[src/rtl/gray_seq_arbiter.sv]
// Round-robin arbiter that grants one of two requesters a Gray-code job, then streams
// the job's codes on a valid/ready output tagged with the owning requester.
//
// Handshake: a transfer happens on every rising edge where valid and ready are both
// high; the producer holds valid and payload stable while valid && !ready.
module gray_seq_arbiter #(
    parameter int WIDTH = 4
) (
    input  logic             clk,
    input  logic             reset,
    input  logic             req0_valid,
    output logic             req0_ready,
    input  logic [WIDTH-1:0] req0_start,
    input  logic [WIDTH-1:0] req0_len,
    input  logic             req0_dir,
    input  logic             req1_valid,
    output logic             req1_ready,
    input  logic [WIDTH-1:0] req1_start,
    input  logic [WIDTH-1:0] req1_len,
    input  logic             req1_dir,
    output logic             out_valid,
    input  logic             out_ready,
    output logic [WIDTH-1:0] out_code,
    output logic             out_id,
    output logic             out_last,
    output logic             busy
);

    typedef enum logic {
        IDLE = 1'b0,
        RUN  = 1'b1
    } state_t;

    state_t           state;
    state_t           state_next;
    logic [WIDTH-1:0] cnt;
    logic [WIDTH:0]   rem;
    logic             dir;
    logic             id;
    logic             rr;

    logic             winner;
    logic             accept0;
    logic             accept1;
    logic             accept;
    logic             beat;
    logic             rem_one;
    logic             final_beat;
    logic [WIDTH-1:0] acc_start;
    logic [WIDTH-1:0] acc_len;
    logic             acc_dir;

    // A lone requester wins outright; rr only breaks ties.
    always_comb begin
        winner = rr;
        if (req0_valid && !req1_valid) begin
            winner = 1'b0;
        end else if (!req0_valid && req1_valid) begin
            winner = 1'b1;
        end
    end

    assign accept0    = (state == IDLE) && reset && req0_valid && (winner == 1'b0);
    assign accept1    = (state == IDLE) && reset && req1_valid && (winner == 1'b1);
    assign accept     = accept0 || accept1;
    assign beat       = (state == RUN) && out_ready;
    assign rem_one    = (rem == {{WIDTH{1'b0}}, 1'b1});
    assign final_beat = beat && rem_one;

    assign acc_start  = winner ? req1_start : req0_start;
    assign acc_len    = winner ? req1_len   : req0_len;
    assign acc_dir    = winner ? req1_dir   : req0_dir;

    always_ff @(posedge clk or negedge reset) begin
        if (!reset) begin
            state <= IDLE;
        end else begin
            state <= state_next;
        end
    end

    always_comb begin
        state_next = state;
        case (state)
            IDLE:    if (accept)     state_next = RUN;
            RUN:     if (final_beat) state_next = IDLE;
            default: state_next = IDLE;
        endcase
    end

    // Job registers; a zero length encodes a full 2^WIDTH sweep, hence rem's extra bit.
    always_ff @(posedge clk or negedge reset) begin
        if (!reset) begin
            cnt <= '0;
            rem <= '0;
            dir <= 1'b0;
            id  <= 1'b0;
            rr  <= 1'b0;
        end else if (accept) begin
            cnt <= acc_start;
            rem <= (acc_len == '0) ? {1'b1, {WIDTH{1'b0}}} : {1'b0, acc_len};
            dir <= acc_dir;
            id  <= winner;
            rr  <= ~winner;
        end else if (beat && !final_beat) begin
            cnt <= dir ? cnt + 1'b1 : cnt - 1'b1;
            rem <= rem - 1'b1;
        end
    end

    always_comb begin
        req0_ready = accept0;
        req1_ready = accept1;
        out_valid  = (state == RUN);
        busy       = (state == RUN);
        out_code   = cnt ^ (cnt >> 1);
        out_id     = id;
        out_last   = rem_one;
    end

endmodule

[config.mk]
export PLATFORM = sky130hd
export DESIGN_NAME = gray_seq_arbiter
export DESIGN_NICKNAME = d
export VERILOG_FILES = /design/src/rtl/gray_seq_arbiter.sv
export SDC_FILE = /design/constraint.sdc
export NUM_CORES = 1
export LEC_CHECK = 0
export BUFFER_PORTS_ARGS = -buffer_cell sky130_fd_sc_hd__buf_2
export CAP_MARGIN = 0
export CORE_MARGIN = 4
export CORE_UTILIZATION = 53
export DETAILED_ROUTE_END_ITERATION = 10
export HOLD_SLACK_MARGIN = 0.08
export PLACE_DENSITY = 0.84
export SETUP_SLACK_MARGIN = 0.02
export SLEW_MARGIN = 20
export SYNTH_ARGS = -nofsm -noshare
export SYNTH_HDL_FRONTEND = slang
export SYNTH_SLANG_ARGS = --single-unit
[constraint.sdc]
create_clock -name clk -period 4.5 [get_ports clk]
set_clock_uncertainty 0.05 [all_clocks]
set_input_delay 0.45 -clock clk [delete_from_list [all_inputs] [get_ports clk]]
set_output_delay 0.45 -clock clk [all_outputs]
set_load 0.005 [all_outputs]
---- Word-level counts from Yosys, hierarchy flattened ----
Cells that the tools add are included.
word-level totals
  flip-flop bits (word level) ............. 13
  input port bits ......................... 23
  output and inout bits ................... 10
operators by class
  bitwise gates (word level) .............. 3
  reduce and logical (&&, ||, !) cells .... 16
  $add $sub $neg .......................... 3
  eq/ne operators ......................... 1
  multiplexer cells ....................... 14
operator list
  cell                   number
  $mux W4                5
  $mux W5                3
  $logic_and A1 B1 Y1    10
  $eq A5 B1 Y1 const B   1
  $mux W1                5
  $sub A5 B1 Y5 const B  1
  $add A4 B1 Y4 const B  1
  $logic_not A4 Y1       1
  $sub A4 B1 Y4 const B  1
  $xor A4 B3 Y4          1
  $logic_not A1 Y1       3
  $not A1 Y1             2
  $pmux W1 S2            1
  $reduce_bool A2 Y1     1
  $logic_or A1 B1 Y1     1

---- Longest topological paths before layout ----
  depth after elaboration ................. 9
  depth in mapped cells ................... 7
  gate-level depth less buffers ........... 6

---- Worst setup path before layout ----
OpenSTA, ideal clock, no wires.
  kind .................................... reg-to-reg
  start ................................... reg cnt[1]
  end ..................................... reg cnt[3]
  path slack .............................. 2764 ps
  data arrival time ....................... 1600 ps
  cell stages (with the launch flop) ...... 6
  data required time ...................... 4363 ps
  buffers on the path ..................... 0
  cells stage by stage .................... dfrtp_1 ha_1 and3_1 or3_1 a211o_1 o211ai_1
on the way
  word-level cells in the longest chain between the ends .. 4
  elaborated cells on any way between the ends .. 5
  classes of those cells .................. add/sub: 2; mux: 3
RTL lines
  what                                                   line  source
  from (decl)                                            36    logic [WIDTH-1:0] cnt;
  from (signal assigned)                                 100   cnt <= acc_start;
  from (signal assigned)                                 106   cnt <= dir ? cnt + 1'b1 : cnt - 1'b1;
  $sub A4 B1 Y4 / $add A4 B1 Y4 (equally long branches)  106
  $mux W4 *                                              106
  $mux W4 *                                              105   end else if (beat && !final_beat) begin
  $mux W4 *                                              99    end else if (accept) begin
Every way passes the cells marked *; elsewhere a longest branch is shown, timed or not. The select of a mux whose other input is x is not followed.
A chain may end at the register's enable or synchronous reset.

---- Worst setup path in the final report ----
  start ................................... in reset
  end ..................................... out req1_ready
on the way
  word-level cells in the longest chain between the ends .. 3
RTL lines
  what                              line  source
  from (decl)                       10    input logic reset,
  $logic_and A1 B1 Y1 (3 in a row)  64    assign accept1 = (state == IDLE) && reset && req1_valid && (winner == 1'b1);
  to (decl)                         17    output logic req1_ready,
No other way between the ends.

==> impl_metrics.env <==
export IMPL_status="complete, no violations"
export IMPL_seq_power_share=0.339
export IMPL_total_power_uw=721
export IMPL_hold_slack_ps=379
export IMPL_synth_seq_area_share=0.333
export IMPL_core_area_um2=1750
export IMPL_cp_start_kind="primary input"
export IMPL_chipHeight_um=50.9
export IMPL_clock_power_share=0.103
export IMPL_final_hold_violation_count=0
export IMPL_ctsHtreeMaxLevel=1
export IMPL_cts_sinks=13
export IMPL_clk_path_buf_depth=2
export IMPL_cts_resized_gates=0
export IMPL_postSynthNetCount=125
export IMPL_intPower_uw=423
export IMPL_worst_pin_slew_ps=763
export IMPL_grt_setup_unrepaired="no"
export IMPL_first_iter_violations=3
export IMPL_gr_total_overflow=0
export IMPL_synth_distinct_cells=39
export IMPL_postLayoutCellArea_um2=1170
export IMPL_hpwl_mm=1.61
export IMPL_clk_pin_slew_ps=70
export IMPL_fp_dieW_um=50.9
export IMPL_netlist_area_um2=977
export IMPL_critPathArrivalTime_ps=1970
export IMPL_antenna_found_initial=0
export IMPL_switchingPower_uw=298
export IMPL_postSynthCellCount=97
export IMPL_drc_errors=0
export IMPL_post_cts_buffers=0
export IMPL_drive_above_1_share=0.320
export IMPL_fin_crit_sh=0.549
export IMPL_grt_total_usage=0.182
export IMPL_grt_pass1_wl_mm=3.49
export IMPL_synth_compound_area_share=0.140
export IMPL_synth_xor_area_frac=0.0794
export IMPL_crit_path_end_kind="primary output"
export IMPL_dieArea_um2=2590
export IMPL_drt_pass1_iter_count=4
export IMPL_diodes=0
export IMPL_port_buffers=32
export IMPL_multiInputGateArea_um2=594
export IMPL_muxShareOfSynthArea=0.164
export IMPL_critPathRequiredTime_ps=4000
export IMPL_peakVddDrop_uv=301
export IMPL_synth_seq_cells=13
export IMPL_p_leak_nw=0.601
export IMPL_synthAdderAreaFrac=0.0717
export IMPL_cts_made_buffers=3
export IMPL_fin_crit_ps=2470
export IMPL_totalWireLength_mm=1.96
export IMPL_ys_async_sr_fraction=1.00
export IMPL_nets=157
export IMPL_slew_violations=0
export IMPL_slew_headroom=0.488
export IMPL_path_class="in2out"
export IMPL_final_cell_mix="32 x buf_2, 16 x mux2i_1, 13 x dfrtp_1"
export IMPL_num_rows=15
export IMPL_floorplan_io_pins=33
export IMPL_setup_viol=0
export IMPL_synthToLayoutAreaGrowth_pct=19.3
export IMPL_fin_tns_setup_ps=0
export IMPL_regArea_um2=325
export IMPL_dr_total_vias=827
export IMPL_ant_nets=0
export IMPL_mostFrequentLayoutCell="buf_2"
export IMPL_synth_ff_type="dfrtp_1"
export IMPL_start_util=0.560
export IMPL_crit_path_max_fanout=14
export IMPL_synth_top_family_by_area="multiplexers"
export IMPL_comb_power_share=0.559
export IMPL_fmax_mhz=405
export IMPL_synth_edf_count=0
export IMPL_place_congestion=0.771
export IMPL_clk_latency_ps=280
export IMPL_grt_max_degree=15
export IMPL_placed_area_um2=1130
export IMPL_cap_violations=0
export IMPL_vias_per_cell=5.41
export IMPL_syn_mean_instance_area_um2=10.1
export IMPL_hold_class="in2reg"
export IMPL_final_util=0.668
export IMPL_final_fill_count=157
export IMPL_cts_root_buf="clkbuf_4"
export IMPL_grt_pass1_vias=831
export IMPL_p_per_area_nw_per_um2=619
export IMPL_cts_tree="built"
export IMPL_avgRoutedWirePerCell_um=12.8
export IMPL_p_sw_frac=0.414
export IMPL_synth_simple_area_share=0.154
export IMPL_yosys_warnings=0
-- worst max-delay path, stage by stage --
cell           delay [ps]
dlygate4sd3_1         520
buf_2                 300
nor2b_1               350
and3_1                240
buf_2                 120
-- power by group through the flow --
stage	Clock, mW	Sequential (mW)	Combinational (mW)
3_5_place_dp	0	0.246	0.409
6_report	0.0740	0.244	0.403
5_1_grt	0.0835	0.256	0.462
3_3_place_gp	0	0.243	0.394
4_1_cts	0.0771	0.245	0.412
2_1_floorplan	0	0.231	0.305
-- sequential cells by signal, summed over array words and instances, names as in the netlist --
name / count
rem: 5
cnt: 4
busy: 1
dir: 1
out_id: 1
rr: 1
-- synth_stat cells (2+ instances only) --
library cell	count	area [um^2]
mux2i_1	16	160
o21ai_1	3	15.0
and3_1	2	12.5
clkbuf_1	2	7.51
xor2_1	6	52.6
nor4_1	2	12.5
nand2_1	5	18.8
nor2b_1	2	12.5
inv_1	4	15.0
a211o_1	2	17.5
buf_4	2	15.0
dfrtp_1	13	325
a21oi_1	3	15.0
ha_1	4	50.1
a21o_1	4	30.0
nand3_1	4	20.0
-- path summary, 6_finish.rpt --
check | from | endpoint | slack [ps] | cells after the start
min | req1_valid | rr$_DFFE_PN0P_ | 380 | 2
max | reset | req1_ready | 2030 | 5
min in group asynchronous | reset | cnt[3]$_DFFE_PN0P_ | 530 | 2
max reg2reg | rem[1]$_DFFE_PN0P_ | rem[4]$_DFFE_PN0P_ | 2570 | 6
min reg2reg | out_id$_DFFE_PN0P_ | out_id$_DFFE_PN0P_ | 430 | 1
max in group asynchronous | reset | rem[2]$_DFFE_PN0P_ | 3630 | 2
-- metrics by stage --
stage,cells,worst slack [ps]
6_report,153,2030
3_5_place_dp,148,2460
5_1_grt,153,1870
3_3_place_gp,148,2550
4_1_cts,153,2010
2_1_floorplan,97,2760
-- area by class of cell --
type                    count  share of cell area
clock buffers               4              0.0225
well taps                  25              0.0268
multi-input cells          73               0.510
repair buffers             33               0.146
inverters                   5              0.0161
flip-flops and latches     13               0.279
-- layer usage --
metal,part of all wire,GRT usage
met1,0.42,0.208
met3,0.061,0.0437
met2,0.50,0.324
met5,0,0
met4,0.015,0.0673
-- kinds of logic (layout without fill, tap and decap cells) --
family / after synthesis / in the layout
AOI/OAI and AO/OA: 20 / 20
xor gates and xnor gates: 8 / 8
adders and majority gates: 5 / 5
buffers and inverters: 11 / 42
DFF: 13 / 13
muxes: 16 / 16
and+or+nand+nor: 24 / 24
-- repair_timing --
action	4_1_cts	5_1_grt
endpoints found under the hold margin	13	0
endpoints found under the setup margin	0	0
hold buffers	1	0
(Power assumes the default switching activity.)
